==> src/rtl/response_uart_tx_if.sv <==
// Handshake bundle between the PUF response buffer and the UART sender.
// The buffer side is the master, the UART sender is the slave.
interface response_uart_tx_if;
    logic [7:0] response;
    logic       ready_to_read;
    logic       tx;
    logic       busy;
    logic       sent;
    logic       overrun;

    modport master (
        output response,
        output ready_to_read,
        input  tx,
        input  busy,
        input  sent,
        input  overrun
    );

    modport slave (
        input  response,
        input  ready_to_read,
        output tx,
        output busy,
        output sent,
        output overrun
    );
endinterface

==> src/rtl/response_uart_tx.sv <==
// Sends each captured PUF response as two hex chars plus CR LF
// over a UART 8N1 line.
module response_uart_tx #(
    parameter int CLKS_PER_BIT = 868,
    parameter int CNT_W        = 10
) (
    input logic              clk,
    input logic              rst_n,
    response_uart_tx_if.slave bus
);

    localparam logic [1:0] S_IDLE  = 2'd0;
    localparam logic [1:0] S_START = 2'd1;
    localparam logic [1:0] S_DATA  = 2'd2;
    localparam logic [1:0] S_STOP  = 2'd3;

    localparam logic [CNT_W-1:0] CNT_MAX = CNT_W'(CLKS_PER_BIT - 1);
    localparam logic [CNT_W-1:0] CNT_ONE = CNT_W'(1);

    logic             ready_d_q;
    logic [1:0]       state_q,    state_d;
    logic [1:0]       char_idx_q, char_idx_d;
    logic [2:0]       bit_cnt_q,  bit_cnt_d;
    logic [CNT_W-1:0] cnt_q,      cnt_d;
    logic [7:0]       resp_q,     resp_d;
    logic             busy_q,     busy_d;
    logic             sent_q,     sent_d;
    logic             overrun_q,  overrun_d;
    logic             tx_q,       tx_d;

    logic             trig;
    logic             bit_done;
    logic [7:0]       char_d;

    function automatic logic [7:0] hex(input logic [3:0] n);
        if (n <= 4'd9) return 8'h30 + {4'h0, n};
        else           return 8'h37 + {4'h0, n};
    endfunction

    function automatic logic [7:0] enc(
        input logic [7:0] r,
        input logic [1:0] idx
    );
        logic [7:0] c;
        unique case (idx)
            2'd0:    c = hex(r[7:4]);
            2'd1:    c = hex(r[3:0]);
            2'd2:    c = 8'h0D;
            default: c = 8'h0A;
        endcase
        return c;
    endfunction

    assign trig     = bus.ready_to_read & ~ready_d_q;
    assign bit_done = (cnt_q == CNT_MAX);

    // Next-state logic: bit timing, character sequencing, flags.
    always_comb begin
        state_d    = state_q;
        char_idx_d = char_idx_q;
        bit_cnt_d  = bit_cnt_q;
        resp_d     = resp_q;
        busy_d     = busy_q;
        sent_d     = 1'b0;
        overrun_d  = overrun_q;
        cnt_d      = (state_q == S_IDLE || bit_done) ? '0
                                                     : cnt_q + CNT_ONE;

        if (trig && state_q != S_IDLE) overrun_d = 1'b1;

        unique case (state_q)
            S_IDLE: begin
                if (trig) begin
                    resp_d     = bus.response;
                    char_idx_d = 2'd0;
                    bit_cnt_d  = 3'd0;
                    busy_d     = 1'b1;
                    state_d    = S_START;
                end
            end
            S_START: begin
                if (bit_done) begin
                    bit_cnt_d = 3'd0;
                    state_d   = S_DATA;
                end
            end
            S_DATA: begin
                if (bit_done) begin
                    if (bit_cnt_q == 3'd7) state_d = S_STOP;
                    else bit_cnt_d = bit_cnt_q + 3'd1;
                end
            end
            S_STOP: begin
                if (bit_done) begin
                    if (char_idx_q == 2'd3) begin
                        state_d = S_IDLE;
                        busy_d  = 1'b0;
                        sent_d  = 1'b1;
                    end else begin
                        char_idx_d = char_idx_q + 2'd1;
                        state_d    = S_START;
                    end
                end
            end
            default: state_d = S_IDLE;
        endcase
    end

    assign char_d = enc(resp_d, char_idx_d);

    // Line level for the upcoming cycle, registered to keep tx glitch-free.
    always_comb begin
        tx_d = 1'b1;
        unique case (state_d)
            S_START: tx_d = 1'b0;
            S_DATA:  tx_d = char_d[bit_cnt_d];
            default: tx_d = 1'b1;
        endcase
    end

    // State registers; reset forces the line idle at once.
    always_ff @(posedge clk or negedge rst_n) begin
        if (!rst_n) begin
            ready_d_q  <= 1'b0;
            state_q    <= S_IDLE;
            char_idx_q <= 2'd0;
            bit_cnt_q  <= 3'd0;
            cnt_q      <= '0;
            resp_q     <= 8'h00;
            busy_q     <= 1'b0;
            sent_q     <= 1'b0;
            overrun_q  <= 1'b0;
            tx_q       <= 1'b1;
        end else begin
            ready_d_q  <= bus.ready_to_read;
            state_q    <= state_d;
            char_idx_q <= char_idx_d;
            bit_cnt_q  <= bit_cnt_d;
            cnt_q      <= cnt_d;
            resp_q     <= resp_d;
            busy_q     <= busy_d;
            sent_q     <= sent_d;
            overrun_q  <= overrun_d;
            tx_q       <= tx_d;
        end
    end

    assign bus.tx      = tx_q;
    assign bus.busy    = busy_q;
    assign bus.sent    = sent_q;
    assign bus.overrun = overrun_q;

endmodule

==> src/flat_wrapper.sv <==
// flat-port wrapper written by rule: the top's interface ports become plain ports
module response_uart_tx_flat 
#(
    parameter int CLKS_PER_BIT = 868,
    parameter int CNT_W        = 10
)
  (clk, rst_n, bus_response, bus_ready_to_read, bus_tx, bus_busy, bus_sent, bus_overrun);
  response_uart_tx_if bus_i ();
  input logic clk;
  input logic rst_n;
  input wire logic [$bits(bus_i.response)-1:0] bus_response;
  input wire logic [$bits(bus_i.ready_to_read)-1:0] bus_ready_to_read;
  output wire logic [$bits(bus_i.tx)-1:0] bus_tx;
  output wire logic [$bits(bus_i.busy)-1:0] bus_busy;
  output wire logic [$bits(bus_i.sent)-1:0] bus_sent;
  output wire logic [$bits(bus_i.overrun)-1:0] bus_overrun;
  assign bus_i.response = bus_response;
  assign bus_i.ready_to_read = bus_ready_to_read;
  assign bus_tx = bus_i.tx;
  assign bus_busy = bus_i.busy;
  assign bus_sent = bus_i.sent;
  assign bus_overrun = bus_i.overrun;
  response_uart_tx #(.CLKS_PER_BIT(CLKS_PER_BIT), .CNT_W(CNT_W)) u_core (.clk(clk), .rst_n(rst_n), .bus(bus_i));
endmodule
==> config.mk <==
export PLATFORM = sky130hd
export DESIGN_NAME = response_uart_tx_flat
export DESIGN_NICKNAME = d
export VERILOG_FILES = /design/src/rtl/response_uart_tx_if.sv /design/src/rtl/response_uart_tx.sv /design/src/flat_wrapper.sv
export SDC_FILE = /design/constraint.sdc
export NUM_CORES = 1
export LEC_CHECK = 0
export ABC_AREA = 1
export BUFFER_PORTS_ARGS = -buffer_cell sky130_fd_sc_hd__buf_2
export CAP_MARGIN = 15
export CORE_UTILIZATION = 51
export CTS_BUF_LIST = sky130_fd_sc_hd__clkbuf_8
export DETAILED_ROUTE_END_ITERATION = 7
export GPL_ROUTABILITY_DRIVEN = 0
export GPL_TIMING_DRIVEN = 0
export PLACE_DENSITY = 0.69
export SETUP_SLACK_MARGIN = 0.15
export SKIP_CTS_REPAIR_TIMING = 1
export SLEW_MARGIN = 20
export SYNTH_ARGS = -nofsm -noshare
export SYNTH_HDL_FRONTEND = slang
export SYNTH_SLANG_ARGS = --single-unit
export TNS_END_PERCENT = 20
==> constraint.sdc <==
create_clock -name clk -period 3.2 [get_ports clk]
set_clock_uncertainty 0.1 [all_clocks]
set_input_delay 0.64 -clock clk [delete_from_list [all_inputs] [get_ports clk]]
set_output_delay 0.64 -clock clk [all_outputs]
set_load 0.03 [all_outputs]
Word level (Yosys, flattened, before mapping)

Cells that the tools add are included.

Flip-flop bits (word level): 30
Input port bits: 11
Output and inout port bits: 4
Logic and storage cells: 74

Add/sub/neg operators: 7
Order comparisons: 3
Eq/ne operators: 13
Multiplexer cells: 32
Bitwise gates (word level): 2
Reduce and logical (&&, ||, !) cells: 7

Operators with widths:

| kind                  | count |
|---|---|
| $mux 8                | 4 |
| $add 6x4->7 const A   | 4 |
| $pmux 8 s3            | 1 |
| $mux 2                | 8 |
| $mux 3                | 4 |
| $add 10x1->10 const B | 1 |
| $eq 10x10->1 const B  | 1 |
| $eq 2x2->1 const B    | 5 |
| $mux 10               | 1 |
| $pmux 3 s3            | 1 |
| $le 4x4->1 const B    | 2 |
| $mux 1                | 8 |
| $pmux 2 s4            | 1 |
| $eq 2x1->1 const B    | 3 |
| $ne 2x1->1 const B    | 3 |
| $logic_not 2->1       | 2 |
| $lt 3x4->1 const B    | 1 |
| $pmux 1 s2            | 2 |
| $pmux 2 s2            | 1 |
| $reduce_and 4->1      | 1 |
| $reduce_bool 2->1     | 2 |
| $add 3x1->3 const B   | 1 |
| $bmux 1 s3            | 1 |
| $eq 3x3->1 const B    | 1 |
| other kinds (5)       | 5 |

Depth between registers and ports, before layout

Depth in word-level cells: 10
Depth in mapped cells: 23
Depth with buffers taken out: 22

Worst setup path after synthesis

No wires, ideal clock.

Kind: flip-flop to flip-flop
Start: reg u_core.state_q[0]
End: reg u_core.tx_q, in the netlist u_core.bus.tx
Setup time: 78 ps
Data arrival time: 2447 ps
Data required time: 3022 ps
Slack: 575 ps
Stages on the path, launching flop included: 22
Path buffers: 1
Clock period less this slack: 2625 ps
Cell sequence: dfrtp_1 inv_1 ha_1 buf_6 nand3_4 clkinv_4 o21ai_2 inv_1 ha_1 or2_2 nand3_2 nand2_1 nand2_1 nand2_1 nand4_1 nand3_1 nand2_1 nand3_1 nand2_1 nand2_1 nand2_1 nand2_1

Longest elaborated chain between the ends: 8
Elaborated cells between the ends (all ways): 30

RTL lines:

| item                                | line                    | RTL |
|---|---|---|
| from (decl)                         | response_uart_tx.sv:21  | `logic [1:0] state_q, state_d;` |
| from (signal assigned)              | response_uart_tx.sv:136 | `state_q <= state_d;` |
| $logic_not 2->1 (*)                 | response_uart_tx.sv:71  | `unique case (state_q)` |
| $mux 8 (*)                          | response_uart_tx.sv:71  |  |
| via u_core.resp_d[4]                | response_uart_tx.sv:25  | `logic [7:0] resp_q, resp_d;` |
| $add 6x4->7 (tied with other cells) | response_uart_tx.sv:37  | `else return 8'h37 + {4'h0, n};` |
| $mux 8 (*)                          | response_uart_tx.sv:36  | `if (n <= 4'd9) return 8'h30 + {4'h0, n};` |
| $pmux 8 s3 (*)                      | response_uart_tx.sv:45  | `unique case (idx)` |
| $bmux 1 s3 (*)                      | response_uart_tx.sv:116 | `S_DATA: tx_d = char_d[bit_cnt_d];` |
| $mux 1 (implied by the code) (*)    | response_uart_tx.sv:116 |  |
| $pmux 1 s2 (*)                      | response_uart_tx.sv:114 | `unique case (state_d)` |
| via u_core.tx_d                     | response_uart_tx.sv:29  | `logic tx_q, tx_d;` |
| to (signal assigned)                | response_uart_tx.sv:144 | `tx_q <= tx_d;` |
| to (decl)                           | response_uart_tx.sv:29  |  |

The timed path passes the listed nets; every way through them passes the cells marked *. The select of a mux whose other input is x is not followed.
A chain may end at the register's enable or synchronous reset.

Final worst setup path

Start: reg u_core.state_q[1]
End: reg u_core.tx_q, in the netlist u_core.bus.tx

The elaborated chain is that of the path after synthesis.

==> flow_summary.toml <==
[die]
die_x_microns = 65.3
fp.dieH_microns = 65.3
die-area_sq_mm = 0.00426
coreArea_sq_mm = 0.00374
pin_count = 15
start_util = 0.546
rows = 22

[outcome]
status = "finished, final reports clean"

[synth]
syn_inst = 268
ys_types = 34
synth_fp_nets = 290
ys_seq_area_frac = 0.368
synth_seq_cells = 30
yosys_warnings = 0
synth_area_sq_mm = 0.00204
postSynthAreaPerCell_sq_um = 7.62

[sta]
rsz0062_at_grt = "no"
setup-tns-final_ns = 0
hold_viol = 0
period_share = 0.895
slew_violations = 0
setup_viol = 0
finalCriticalPeriod_ns = 2.86
relSlewSlack = 0.558
tightest_slew_ns = 0.663
timing.final.ws_setup_ns = 0.335
fmax_ghz = 0.349

[pwr]
power_leakage_nw = 1.31
peakVddDrop_uv = 253
p_total_uw = 721
p_per_area_mw_per_mm2 = 306

[setup_path]
critPathLaunch = "u_core.state_q[1]"
path_max_fanout = 7
critPathArrivalTime_ns = 2.98
crit_path_start_kind = "register"
rrSetupSlack_ns = 0.34
r2r-start = "u_core.state_q[1]"
critical_path.endpoint = "u_core.bus.tx"
critPathKind = "register to register"
reg2reg_to = "u_core.bus.tx"
crit_required_ns = 3.31
crit_path_end_kind = "register"
worst-r2r-cell-count = 22

[routing]
postRouteAntennaNets = 0
first_pass_iters = 4
drt-initial-drc-count = 78
drc = 0
routedWlPerCell_microns = 11.5
drt-total-wl_mm = 3.98
vias = 1752
viasPerCell = 5.05

[finish]
drive_gt1_frac = 0.254
final_cell_mix = "65 x nand2_1, 35 x inv_1, 27 x dfrtp_1"
n_antenna_cell = 0
final_common_cell = "nand2_1"
area_growth_pct = 15.3
regArea_sq_um = 754
nets = 320
fillCellCount = 338
multi_input_area_sq_mm = 0.00112

[global_route]
grt_pass1_wl_mm = 7.07
antenna_found_initial = 0
grt_max_degree = 31
grt.total_usage = 0.218
grt.overflow.total = 0
grt_pass1_vias = 1733

[clocking]
numCtsBuffers = 5
clkSinkCount = 30
clock_latency_ns = 0.28
cts_tree = "yes"
clkTransAtPathRegs_ns = 0.07
root_buffer = "clkbuf_8"
cts_buffer_depth = 2
htree_levels = 2

[min_path]
worstHoldPathType = "input pin to asynchronous set/reset pin"

[placed_design]
hpwl_mm = 2.96
port_buffers = 14
pre_cts_ws_ns = 0.192

[run]
drv_cap = 0
-- power by group --
group / total, mW / internal [mW] / switching [mW]
registers: 0.380 / 0.380 / 0.000398
clock network: 0.322 / 0.173 / 0.150
logic: 0.0181 / 0.00539 / 0.0127
total: 0.721 / 0.558 / 0.163
-- how the worst min path moves through the flow --
stage                               start                  end  slack [ns]  cells past startpoint
after global placement    u_core.cnt_q[0]      u_core.cnt_q[0]        0.35                      1
after CTS                           rst_n      u_core.cnt_q[6]        0.31                      1
after detailed placement  u_core.cnt_q[0]      u_core.cnt_q[0]        0.35                      1
final                               rst_n      u_core.cnt_q[6]        0.28                      1
after global routing                rst_n      u_core.cnt_q[6]        0.35                      1
after floorplan                     rst_n  u_core.bit_cnt_q[0]        0.24                      0
-- cell families (layout without fill, tap and decap cells) --
family                     Yosys count  after routing  synth area share
AOI/OAI and AO/OA                   27             27            0.0851
xor gates and xnor gates             2              2           0.00857
adders and majority gates           11             11            0.0674
buffers and inverters               45             76            0.0931
DFF                                 30             30             0.368
and+or+nand+nor                    153            153             0.378
-- layer usage --
metal | vias up | global-route usage | routed length, microns
met3 | 6 | 0.0521 | 87
li1 | 923 | - | -
met1 | 806 | 0.237 | 1770
met4 | 0 | 0.0897 | 66
met5 | - | 0 | 0
met2 | 17 | 0.401 | 2050
-- through the flow --
| stage | utilization | area (sq um) | hold slack, ns | cells |
|---|---|---|---|---|
| floorplan | - | 2040 | 0.244 | 268 |
| global placement | 0.581 | 2170 | 0.354 | 330 |
| finish | 0.629 | 2360 | 0.280 | 347 |
| CTS | 0.606 | 2270 | 0.306 | 338 |
| detailed placement | 0.581 | 2170 | 0.353 | 330 |
| global route | 0.629 | 2360 | 0.347 | 347 |
-- synthesized netlist by cell type --
cell      count  area, sq um
nand2_1      67          251
inv_1        37          139
dfrtp_1      29          726
nand3_1      26          130
nor2_1       20         75.1
ha_1         11          138
nand2_2      10         62.6
nand4_1       8         50.1
o21ai_0       8         40.0
a21oi_1       7         35.0
inv_2         4         15.0
nand2_4       4         45.0
nand3b_1      4         30.0
o21ai_2       4         35.0
nor2_2        3         18.8
nor2_4        3         33.8
buf_6         2         22.5
nand3_4       2         35.0
nor3_1        2         10.0
or2_2         2         12.5
xor2_1        2         17.5
a211oi_1      1         7.51
a21boi_1      1         7.51
a31oi_2       1         12.5
clkinv_2      1         5.00
clkinv_4      1         8.76
dfstp_2       1         26.3
nand3_2       1         10.0
nor3b_1       1         7.51
o211ai_1      1         7.51
o21a_1        1         7.51
o21ai_1       1         5.00
o21bai_1      1         7.51
o311ai_0      1         8.76
-- final cells by class --
| class | count | area share |
|---|---|---|
| Buffer | 2 | 0.00956 |
| Clock buffer | 6 | 0.0351 |
| Clock inverter | 2 | 0.00531 |
| Inverter | 43 | 0.0712 |
| Multi-Input combinational cell | 193 | 0.475 |
| Sequential cell | 30 | 0.320 |
| Tap cell | 48 | 0.0255 |
| Timing Repair Buffer | 23 | 0.0584 |
-- state kept, by name, summed over array words and instances, names as in the netlist --
| register | flops |
|---|---|
| u_core.bit_cnt_q | 3 |
| u_core.bus.busy | 1 |
| u_core.bus.overrun | 1 |
| u_core.bus.sent | 1 |
| u_core.bus.tx | 1 |
| u_core.char_idx_q | 2 |
| u_core.cnt_q | 10 |
| u_core.ready_d_q | 1 |
| u_core.resp_q | 8 |
| u_core.state_q | 2 |
-- worst max-delay path, stage by stage, from the launching register on --
cell	delay [ns]
dfrtp_2	0.44
inv_2	0.09
ha_1	0.15
buf_6	0.13
nand3_4	0.13
o21ai_4	0.19
inv_1	0.10
ha_1	0.18
or2_2	0.29
nand3_1	0.13
nand2_2	0.09
inv_2	0.08
nand2_2	0.05
nand2_1	0.05
nand3_1	0.09
nand2_1	0.07
nor2_1	0.03
nor2_1	0.10
nor2_1	0.05
nand2_1	0.07
nand2_1	0.07
nand2_1	0.07
nand2_1	0.05
(Power assumes the default switching activity.)
